### config.mk
export PLATFORM = sky130hd
export DESIGN_NAME = obi_bank_rr_arbiter
export DESIGN_NICKNAME = d
export VERILOG_FILES = /design/src/rtl/obi_arb_pkg.sv /design/src/rtl/obi_bank_rr_arbiter_id_fifo.sv /design/src/rtl/obi_bank_rr_arbiter.sv
export SDC_FILE = /design/constraint.sdc
export NUM_CORES = 1
export LEC_CHECK = 0
export BUFFER_PORTS_ARGS = -buffer_cell sky130_fd_sc_hd__buf_2
export CAP_MARGIN = 30
export CORE_AREA = 5 5 161 163
export DETAILED_ROUTE_END_ITERATION = 8
export DIE_AREA = 0 0 166 168
export GPL_TIMING_DRIVEN = 0
export PLACE_DENSITY = 0.57
export SYNTH_ARGS = -nofsm -noshare
export SYNTH_HDL_FRONTEND = slang
export SYNTH_SLANG_ARGS = --single-unit
### constraint.sdc
create_clock -name clk_i -period 5.14 [get_ports clk_i]
set_input_delay 0.514 -clock clk_i [delete_from_list [all_inputs] [get_ports clk_i]]
set_output_delay 0.514 -clock clk_i [all_outputs]
set_load 0.005 [all_outputs]
### src/rtl/obi_arb_pkg.sv
// Shared types and defaults for the per-bank OBI round-robin arbiter.
// The master-index width helper keeps a 1-bit minimum so degenerate sizes still elaborate.
package obi_arb_pkg;

  localparam int DEFAULT_NUM_MASTER      = 4;
  localparam int DEFAULT_MAX_OUTSTANDING = 2;

  typedef logic [$clog2(DEFAULT_NUM_MASTER)-1:0] master_idx_t;

  function automatic int idx_width(input int n);
    return (n > 1) ? $clog2(n) : 1;
  endfunction

endpackage

### src/rtl/obi_bank_rr_arbiter_id_fifo.sv
// In-order FIFO of master indices for granted, still-unanswered bank transactions.
// Shares the arbiter's asynchronous active-high reset; storage itself is not reset.
module obi_id_fifo
  import obi_arb_pkg::*;
#(
  parameter int WIDTH = 2,
  parameter int DEPTH = DEFAULT_MAX_OUTSTANDING,
  localparam int CNT_W = $clog2(DEPTH + 1)
) (
  input  logic             clk_i,
  input  logic             rst_i,
  input  logic             push_i,
  input  logic [WIDTH-1:0] data_i,
  input  logic             pop_i,
  output logic [WIDTH-1:0] head_o,
  output logic [CNT_W-1:0] count_o,
  output logic             full_o,
  output logic             empty_o
);

  localparam int PTR_W = idx_width(DEPTH);
  localparam logic [PTR_W-1:0] LAST = PTR_W'(DEPTH - 1);

  logic [WIDTH-1:0] mem_q [DEPTH];
  logic [PTR_W-1:0] wr_ptr_q;
  logic [PTR_W-1:0] rd_ptr_q;

  function automatic logic [PTR_W-1:0] next_ptr(input logic [PTR_W-1:0] p);
    return (p == LAST) ? '0 : p + 1'b1;
  endfunction

  // NOTE: sequential state uses non-blocking assignments so every flop samples pre-edge values.
  always_ff @(posedge clk_i or posedge rst_i) begin
    if (rst_i) begin
      wr_ptr_q <= '0;
      rd_ptr_q <= '0;
      count_o  <= '0;
    end else begin
      if (push_i) wr_ptr_q <= next_ptr(wr_ptr_q);
      if (pop_i)  rd_ptr_q <= next_ptr(rd_ptr_q);
      unique case ({push_i, pop_i})
        2'b10:   count_o <= count_o + 1'b1;
        2'b01:   count_o <= count_o - 1'b1;
        default: count_o <= count_o;
      endcase
    end
  end

  // NOTE: the storage array has no reset; occupancy is tracked by the pointers and count alone.
  always_ff @(posedge clk_i) begin
    if (push_i) mem_q[wr_ptr_q] <= data_i;
  end

  assign head_o  = mem_q[rd_ptr_q];
  assign full_o  = (count_o == CNT_W'(DEPTH));
  assign empty_o = (count_o == '0);

endmodule

### src/rtl/obi_bank_rr_arbiter.sv
// Round-robin arbiter sharing one data-memory bank OBI port between NUM_MASTER requesters.
// Granted master indices are queued in order so each bank response is routed to its issuer.
module obi_bank_rr_arbiter
  import obi_arb_pkg::*;
#(
  parameter int NUM_MASTER      = DEFAULT_NUM_MASTER,
  parameter int MAX_OUTSTANDING = DEFAULT_MAX_OUTSTANDING,
  parameter int ADDR_WIDTH      = 32,
  parameter int DATA_WIDTH      = 32
) (
  input  logic                               clk_i,
  input  logic                               rst_i,
  input  logic [NUM_MASTER-1:0]              m_req_i,
  output logic [NUM_MASTER-1:0]              m_gnt_o,
  input  logic [NUM_MASTER*ADDR_WIDTH-1:0]   m_addr_i,
  input  logic [NUM_MASTER-1:0]              m_we_i,
  input  logic [NUM_MASTER*DATA_WIDTH/8-1:0] m_be_i,
  input  logic [NUM_MASTER*DATA_WIDTH-1:0]   m_wdata_i,
  output logic [NUM_MASTER-1:0]              m_rvalid_o,
  output logic [DATA_WIDTH-1:0]              m_rdata_o,
  output logic                               s_req_o,
  input  logic                               s_gnt_i,
  output logic [ADDR_WIDTH-1:0]              s_addr_o,
  output logic                               s_we_o,
  output logic [DATA_WIDTH/8-1:0]            s_be_o,
  output logic [DATA_WIDTH-1:0]              s_wdata_o,
  input  logic                               s_rvalid_i,
  input  logic [DATA_WIDTH-1:0]              s_rdata_i,
  output logic                               err_o
);

  localparam int IDX_W = idx_width(NUM_MASTER);
  localparam int BE_W  = DATA_WIDTH / 8;
  localparam int CNT_W = $clog2(MAX_OUTSTANDING + 1);

  typedef logic [IDX_W-1:0] idx_t;

  idx_t             rr_ptr_q;
  idx_t             lock_idx_q;
  logic             lock_q;
  idx_t             win;
  idx_t             head;
  logic             any_req;
  logic             handshake;
  logic             pop;
  logic             fifo_full;
  logic             fifo_empty;
  logic [CNT_W-1:0] fifo_count;

  function automatic idx_t rr_pick(input logic [NUM_MASTER-1:0] req, input idx_t ptr);
    idx_t pick  = ptr;
    logic found = 1'b0;
    for (int i = 0; i < NUM_MASTER; i++) begin
      int j = (int'(ptr) + i) % NUM_MASTER;
      if (!found && req[j]) begin
        pick  = idx_t'(j);
        found = 1'b1;
      end
    end
    return pick;
  endfunction

  // A master left waiting for gnt keeps the port until it is granted (OBI stability).
  always_comb begin
    any_req   = |m_req_i;
    win       = (lock_q && m_req_i[lock_idx_q]) ? lock_idx_q : rr_pick(m_req_i, rr_ptr_q);
    s_req_o   = any_req && !(fifo_full && !s_rvalid_i);
    handshake = s_req_o && s_gnt_i;
    pop       = s_rvalid_i && (fifo_count != '0);
  end

  // NOTE: every output of this block gets a default first, so no latch can be inferred.
  always_comb begin
    s_addr_o   = '0;
    s_we_o     = 1'b0;
    s_be_o     = '0;
    s_wdata_o  = '0;
    m_gnt_o    = '0;
    m_rvalid_o = '0;
    m_rdata_o  = pop ? s_rdata_i : '0;
    if (any_req) begin
      s_addr_o  = m_addr_i[win*ADDR_WIDTH +: ADDR_WIDTH];
      s_we_o    = m_we_i[win];
      s_be_o    = m_be_i[win*BE_W +: BE_W];
      s_wdata_o = m_wdata_i[win*DATA_WIDTH +: DATA_WIDTH];
    end
    for (int i = 0; i < NUM_MASTER; i++) begin
      m_gnt_o[i]    = handshake && (win == idx_t'(i));
      m_rvalid_o[i] = pop && (head == idx_t'(i));
    end
  end

  always_ff @(posedge clk_i or posedge rst_i) begin
    if (rst_i) begin
      rr_ptr_q   <= '0;
      lock_q     <= 1'b0;
      lock_idx_q <= '0;
      err_o      <= 1'b0;
    end else begin
      if (handshake) rr_ptr_q <= (win == idx_t'(NUM_MASTER - 1)) ? '0 : win + 1'b1;
      lock_q     <= s_req_o && !s_gnt_i;
      lock_idx_q <= win;
      if (s_rvalid_i && fifo_empty) err_o <= 1'b1;
    end
  end

  obi_id_fifo #(
    .WIDTH (IDX_W),
    .DEPTH (MAX_OUTSTANDING)
  ) u_id_fifo (
    .clk_i   (clk_i),
    .rst_i   (rst_i),
    .push_i  (handshake),
    .data_i  (win),
    .pop_i   (pop),
    .head_o  (head),
    .count_o (fifo_count),
    .full_o  (fifo_full),
    .empty_o (fifo_empty)
  );

endmodule

# [Word level (Yosys, flattened, before mapping)]
# Memory sizes are Yosys's and may differ from the RTL's.
# Cells that the tools add are included.
[word_totals] mem_bits_rw=4 inputBits=316 out_inout_bits=111 reg_bits=10 mem_count=1
[mem_list] name="u_id_fifo.mem_q" depth=2 word_bits=2 read_ports=1 rd_clocked_by_memory_dff=0 wr=1 line="obi_bank_rr_arbiter_id_fifo.sv:24" text="logic [WIDTH-1:0] mem_q [DEPTH];"
[op_classes] addsub=8 bitwise_logic=3 shift=3 eq_ne=9 reduce_logical=33 n_lt_le_gt_ge=6 muxes=33
[op_table] op="$shiftx A128 B8 Y32" n=2
[op_table] op="$mux W32" n=3
[op_table] op="$logic_and A1 B1 Y1" n=18
[op_table] op="$mux W1" n=17
[op_table] op="$shiftx A16 B5 Y4" n=1
[op_table] op="$bmux W1 S2" n=6
[op_table] op="$eq A2 B2 Y1 const B" n=6
[op_table] op="$lt A3 B4 Y1 const B" n=3
[op_table] op="$mux W2" n=5
[op_table] op="$lt A2 B3 Y1 const B" n=3
[op_table] op="$add A2 B1 Y2 const B" n=3
[op_table] op="$eq A2 B1 Y1 const B" n=3
[op_table] op="$logic_not A1 Y1" n=6
[op_table] op="$logic_not A2 Y1" n=3
[op_table] op="$reduce_or A2 Y1" n=3
[op_table] op="$add A2 B2 Y2 const B" n=2
[op_table] op="$mux W4" n=1
[op_table] op="$pmux W2 S2" n=1
[op_table] op="$reduce_bool A2 Y1" n=2
[op_table] op="$reduce_or A4 Y1" n=1
[op_table] op="$and A1 B1 Y1 const A" n=3
[op_table] op="$add A1 B1 Y1 const B" n=2
[op_table] op="$sub A2 B1 Y2 const B" n=1

# [Logic depth before layout (Yosys ltp)]
[depth] depth_word=18 ltp_mapped=10 mapped_depth_nobuf=7

# [Cells and area by module]
# A second synthesis with hierarchy kept.
[hier_totals] hier_cells=1029 hier_area_um2=6877.8
[modules_own_cells] module="obi_bank_rr_arbiter" n_inst=1 area_per_inst_um2=6545.0 cells_per_inst=1006
[modules_own_cells] module="obi_id_fifo" n_inst=1 area_per_inst_um2=332.8 cells_per_inst=23

# [Worst setup path before layout]
# Ideal clock, no wire load.
[synth_path] path_type="in2out" startpoint="input m_req_i[0]" endpoint="output m_gnt_o[0]" path_slack_ns=2.356 stages=9 t_arrival_ns=2.270 path_cell_list="nor2_1 a211oi_2 or3_1 clkbuf_1 buf_2 o21ai_0 inv_1 ha_1 and3_1"
[synth_via] elab_chain_len=15
[synth_lines] element="start: declaration" line="obi_bank_rr_arbiter.sv:13" text="input logic [NUM_MASTER-1:0] m_req_i,"
[synth_lines] element="$bmux W1 S2" line="obi_bank_rr_arbiter.sv:55" text="if (!found && req[j]) begin"
[synth_lines] element="$mux W1 (implied by the code)" line="obi_bank_rr_arbiter.sv:55"
[synth_lines] element="$mux W1" line="obi_bank_rr_arbiter.sv:55"
[synth_lines] element="$logic_not A1 Y1" line="obi_bank_rr_arbiter.sv:55"
[synth_lines] element="$logic_and A1 B1 Y1" line="obi_bank_rr_arbiter.sv:55"
[synth_lines] element="$mux W1" line="obi_bank_rr_arbiter.sv:55"
[synth_lines] element="$logic_not A1 Y1" line="obi_bank_rr_arbiter.sv:55"
[synth_lines] element="$logic_and A1 B1 Y1" line="obi_bank_rr_arbiter.sv:55"
[synth_lines] element="$mux W1" line="obi_bank_rr_arbiter.sv:55"
[synth_lines] element="$logic_not A1 Y1" line="obi_bank_rr_arbiter.sv:55"
[synth_lines] element="$logic_and A1 B1 Y1" line="obi_bank_rr_arbiter.sv:55"
[synth_lines] element="$mux W2" line="obi_bank_rr_arbiter.sv:55"
[synth_lines] element="$mux W2 *" line="obi_bank_rr_arbiter.sv:66" text="win = (lock_q && m_req_i[lock_idx_q]) ? lock_idx_q : rr_pick(m_req_i, rr_ptr_q);"
[synth_lines] element="via u_id_fifo.data_i[0]" line="obi_bank_rr_arbiter_id_fifo.sv:13" text="input logic [WIDTH-1:0] data_i,"
[synth_lines] element="$logic_not A2 Y1 *" line="obi_bank_rr_arbiter.sv:88" text="m_gnt_o[i] = handshake && (win == idx_t'(i));"
[synth_lines] element="$logic_and A1 B1 Y1 *" line="obi_bank_rr_arbiter.sv:88"
[synth_lines] element="end: declaration" line="obi_bank_rr_arbiter.sv:14" text="output logic [NUM_MASTER-1:0] m_gnt_o,"
# The timed path passes the listed nets; every way through them passes the cells marked *. The select of a mux whose other input is x is not followed.

# [Final worst setup path]
[layout_path] startpoint="register lock_idx_q[0]" endpoint="output m_gnt_o[2]"
[layout_via] elab_chain_len=6
[layout_lines] element="start: declaration" line="obi_bank_rr_arbiter.sv:39" text="idx_t lock_idx_q;"
[layout_lines] element="start signal: assignment" line="obi_bank_rr_arbiter.sv:102" text="lock_idx_q <= win;"
[layout_lines] element="$bmux W1 S2" line="obi_bank_rr_arbiter.sv:66"
[layout_lines] element="$mux W1 (implied by the code)" line="obi_bank_rr_arbiter.sv:66"
[layout_lines] element="$logic_and A1 B1 Y1" line="obi_bank_rr_arbiter.sv:66"
[layout_lines] element="$mux W2 *" line="obi_bank_rr_arbiter.sv:66"
[layout_lines] element="via u_id_fifo.data_i[0]" line="obi_bank_rr_arbiter_id_fifo.sv:13"
[layout_lines] element="$eq A2 B2 Y1 *" line="obi_bank_rr_arbiter.sv:88"
[layout_lines] element="$logic_and A1 B1 Y1 *" line="obi_bank_rr_arbiter.sv:88"
# Marked as above.

==> flow_metrics.env <==
export IMPL_total_power_uw=5190
export IMPL_nets=1927
export IMPL_vias_per_cell=5.85
export IMPL_final_cell_area_mm2=0.0102
export IMPL_core_area_mm2=0.0242
export IMPL_status="complete, no violations"
export IMPL_arrival_ns=3.43
export IMPL_post_route_period_util_pct=76.7
export IMPL_cp_end_kind="primary output"
export IMPL_max_slew_margin_pct=39.9
export IMPL_vias=11300
export IMPL_grt_max_degree=11
export IMPL_intPower_uw=2170
export IMPL_p_switching_uw=3030
export IMPL_start_util_pct=31.1
export IMPL_p_comb_share_pct=93.1
export IMPL_place_gp_congestion=0.909
export IMPL_die_area_mm2=0.0279
export IMPL_critPathLaunchType="register"
export IMPL_max_clock_path_buffers=2
export IMPL_insertion_delay_ns=0.24
export IMPL_ctsResizeCount=0
export IMPL_hold_class="in2async"
export IMPL_postRouteWirelength_um=41900
export IMPL_grt_pass1_vias=10700
export IMPL_max_freq_mhz=254
export IMPL_met2_length_um=20200
export IMPL_power_leakage_uw=0.00436
export IMPL_cp_required_ns=4.63
export IMPL_cts_num_sinks=14
export IMPL_antenna_found_initial=10
export IMPL_grt_overflow=0
export IMPL_die_x_um=166
export IMPL_yosysWarnings=0
export IMPL_wl_met1_um=17700
export IMPL_grt_first_pass_wirelength_um=63200
export IMPL_cts_buffers=3
export IMPL_yosysSeqAreaShare_pct=4.92
export IMPL_finalHoldViolations=0
export IMPL_placed_cell_area_mm2=0.0101
export IMPL_p_clk_share_pct=2.8
export IMPL_placementRows=57
export IMPL_cts_tree="built"
export IMPL_dieHeight_um=168
export IMPL_finalCriticalPeriod_ns=3.94
export IMPL_netlist_area_mm2=0.00753
export IMPL_drc=0
export IMPL_regArea_um2=370
export IMPL_synth_seq_cells=14
export IMPL_drv_cap=0
export IMPL_io_buffers=426
export IMPL_dp_hpwl_um=32500
export IMPL_top_layer="met5"
export IMPL_nFillCells=2601
export IMPL_crit_type="reg2out"
export IMPL_avgRoutedWirePerCell_um=21.6
export IMPL_tightest_slew_ns=0.901
export IMPL_dpl_cell_count=1925
export IMPL_grt_setup_unrepaired="false"
export IMPL_tns_ns=0
export IMPL_path_max_fanout=10
export IMPL_setup_violations=0
export IMPL_p_per_area_mw_per_mm2=511
export IMPL_final_cells=1938
export IMPL_cts_hold_buf=0
export IMPL_netSwitchingFraction_pct=58.3
export IMPL_ant_nets=0
export IMPL_hold_slack_ns=0.253
export IMPL_drt_pass1_iter_count=6
export IMPL_fin_skew_ns=0.000888
export IMPL_yosysUniqueCellTypes=44
export IMPL_drt_iter0_markers=1336
export IMPL_path_clk_slew_ns=0.05
export IMPL_multi_input_area_mm2=0.00647
export IMPL_pwr_share_seq_pct=4.1
export IMPL_vdd_drop_max_v=0.000211
export IMPL_slew_violations=0
export IMPL_num_io_pins=427
export IMPL_wl_met3_um=2920
export IMPL_drive_above_1_share_pct=29.7
export IMPL_netlist_instances=1175
export IMPL_grt_usage_pct=27.4
export IMPL_syn_to_final_growth_pct=35.0
export IMPL_syn_nets=1496
export IMPL_post_cts_buffers=0
export IMPL_clock_root_buffer="clkbuf_16"
export IMPL_htree_levels=1
export IMPL_synth_avg_cell_area_um2=6.41
worst paths after layout:
| path | from | endpoint | slack (ns) | depth (start not counted) |
|---|---|---|---|---|
| max in group asynchronous | rst_i | rr_ptr_q[0] | 4.60 | 2 |
| setup reg to reg | lock_idx_q[0] | rr_ptr_q[1] | 1.90 | 9 |
| setup / recovery | lock_idx_q[0] | m_gnt_o[2] | 1.20 | 11 |
| min in group clk_i | err_o | err_o | 0.45 | 1 |
| hold / removal | rst_i | u_id_fifo.count_o[0] | 0.25 | 2 |
| hold reg to reg | err_o | err_o | 0.45 | 1 |
Yosys cell counts (all sizes together):
cell,count,area share [%]
nor2b,140,12
nand2b,4,0.33
and2,170,14
a211oi,1,0.17
nor3b,1,0.10
clkbuf,116,5.8
o2bb2ai,2,0.23
a2bb2oi,1,0.20
nor3,1,0.066
or3,1,0.083
o21ai,141,9.4
nand3b,1,0.10
nor4,1,0.083
a21o,1,0.10
nand2,145,7.2
and3,5,0.42
o311ai,138,16
mux2i,1,0.13
or2,1,0.083
and3b,1,0.12
a32oi,1,0.12
a22o,69,8.0
o32a,1,0.13
nand3,1,0.066
a21oi,6,0.45
a21boi,2,0.20
xor2,1,0.12
buf,40,3.0
a22oi,1,0.17
nor2,10,0.50
dfrtp,10,3.3
mux2,2,0.35
inv,7,0.35
o211ai,138,14
edfxtp,4,1.6
xnor2,4,0.47
o31ai,1,0.17
ha,5,0.83
kinds of logic (layout without fill, tap and decap cells):
family,after synthesis,after routing,synth area share (%)
multiplexers,3,3,0.482
other,0,9,0
AND/OR/NAND/NOR,482,482,34.9
buffers and inverters,163,593,9.12
adder cells (fa/ha/maj),5,5,0.831
XOR/XNOR,5,5,0.582
AO/OA/AOI/OAI,503,503,49.1
flip-flops,14,14,4.92
metrics by stage:
stage | setup WS [ns] | utilization, %
global placement | 1.36 | 41.6
finish | 1.20 | 42.1
global route | 0.994 | 42.0
detailed placement | 1.29 | 41.6
floorplan | 2.36 | -
CTS | 1.14 | 42.0
layout make-up:
class                           instances  share of cell area, %
Sequential cell                        14                   3.64
Inverter                                7                  0.258
Multi-Input combinational cell        998                   63.7
Tap cell                              324                   3.99
Buffer                                156                   6.50
Timing Repair Buffer                  426                   21.0
Clock buffer                            3                  0.738
Clock inverter                          1                 0.0369
Antenna cell                            9                  0.221
power groups by stage:
stage          Clock [uW]  Sequential, uW  Combinational [uW]
4_1_cts               151             212                4770
3_5_place_dp            0             214                4750
2_1_floorplan           0             204                2930
5_1_grt               153             220                5240
3_3_place_gp            0             213                4720
6_report              147             213                4830
per-layer routing:
layer	vias up	GRT usage, %
met2	587	47.1
met3	63	3.56
met1	5400	36.4
li1	5290	-
met4	4	6.99
met5	-	0
registers in the layout, summed over array words and instances, names as in the netlist:
name                cells
err_o                   1
lock_idx_q              2
lock_q                  1
rr_ptr_q                2
u_id_fifo.count_o       2
u_id_fifo.mem_q         4
u_id_fifo.rd_ptr_q      1
u_id_fifo.wr_ptr_q      1
critical path, stage by stage (launching register included):
cell and delay [ns]:
dfrtp_1 0.36, buf_6 0.15, mux2i_1 0.16, o2bb2ai_1 0.53, buf_2 0.44, buf_1 0.40, nand2_1 0.11, o21ai_0 0.35
inv_1 0.16, ha_1 0.24, and3_1 0.15, buf_2 0.12
placed cells by master (no fill, tap or decap), drive strengths merged, types with 10 or more instances in the layout:
master / count
a22o: 69
and2: 170
buf: 466
clkbuf: 119
dfrtp: 10
nand2: 145
nor2: 10
nor2b: 140
o211ai: 138
o21ai: 141
o311ai: 138
Note: power is estimated with default switching activity, not from simulation.
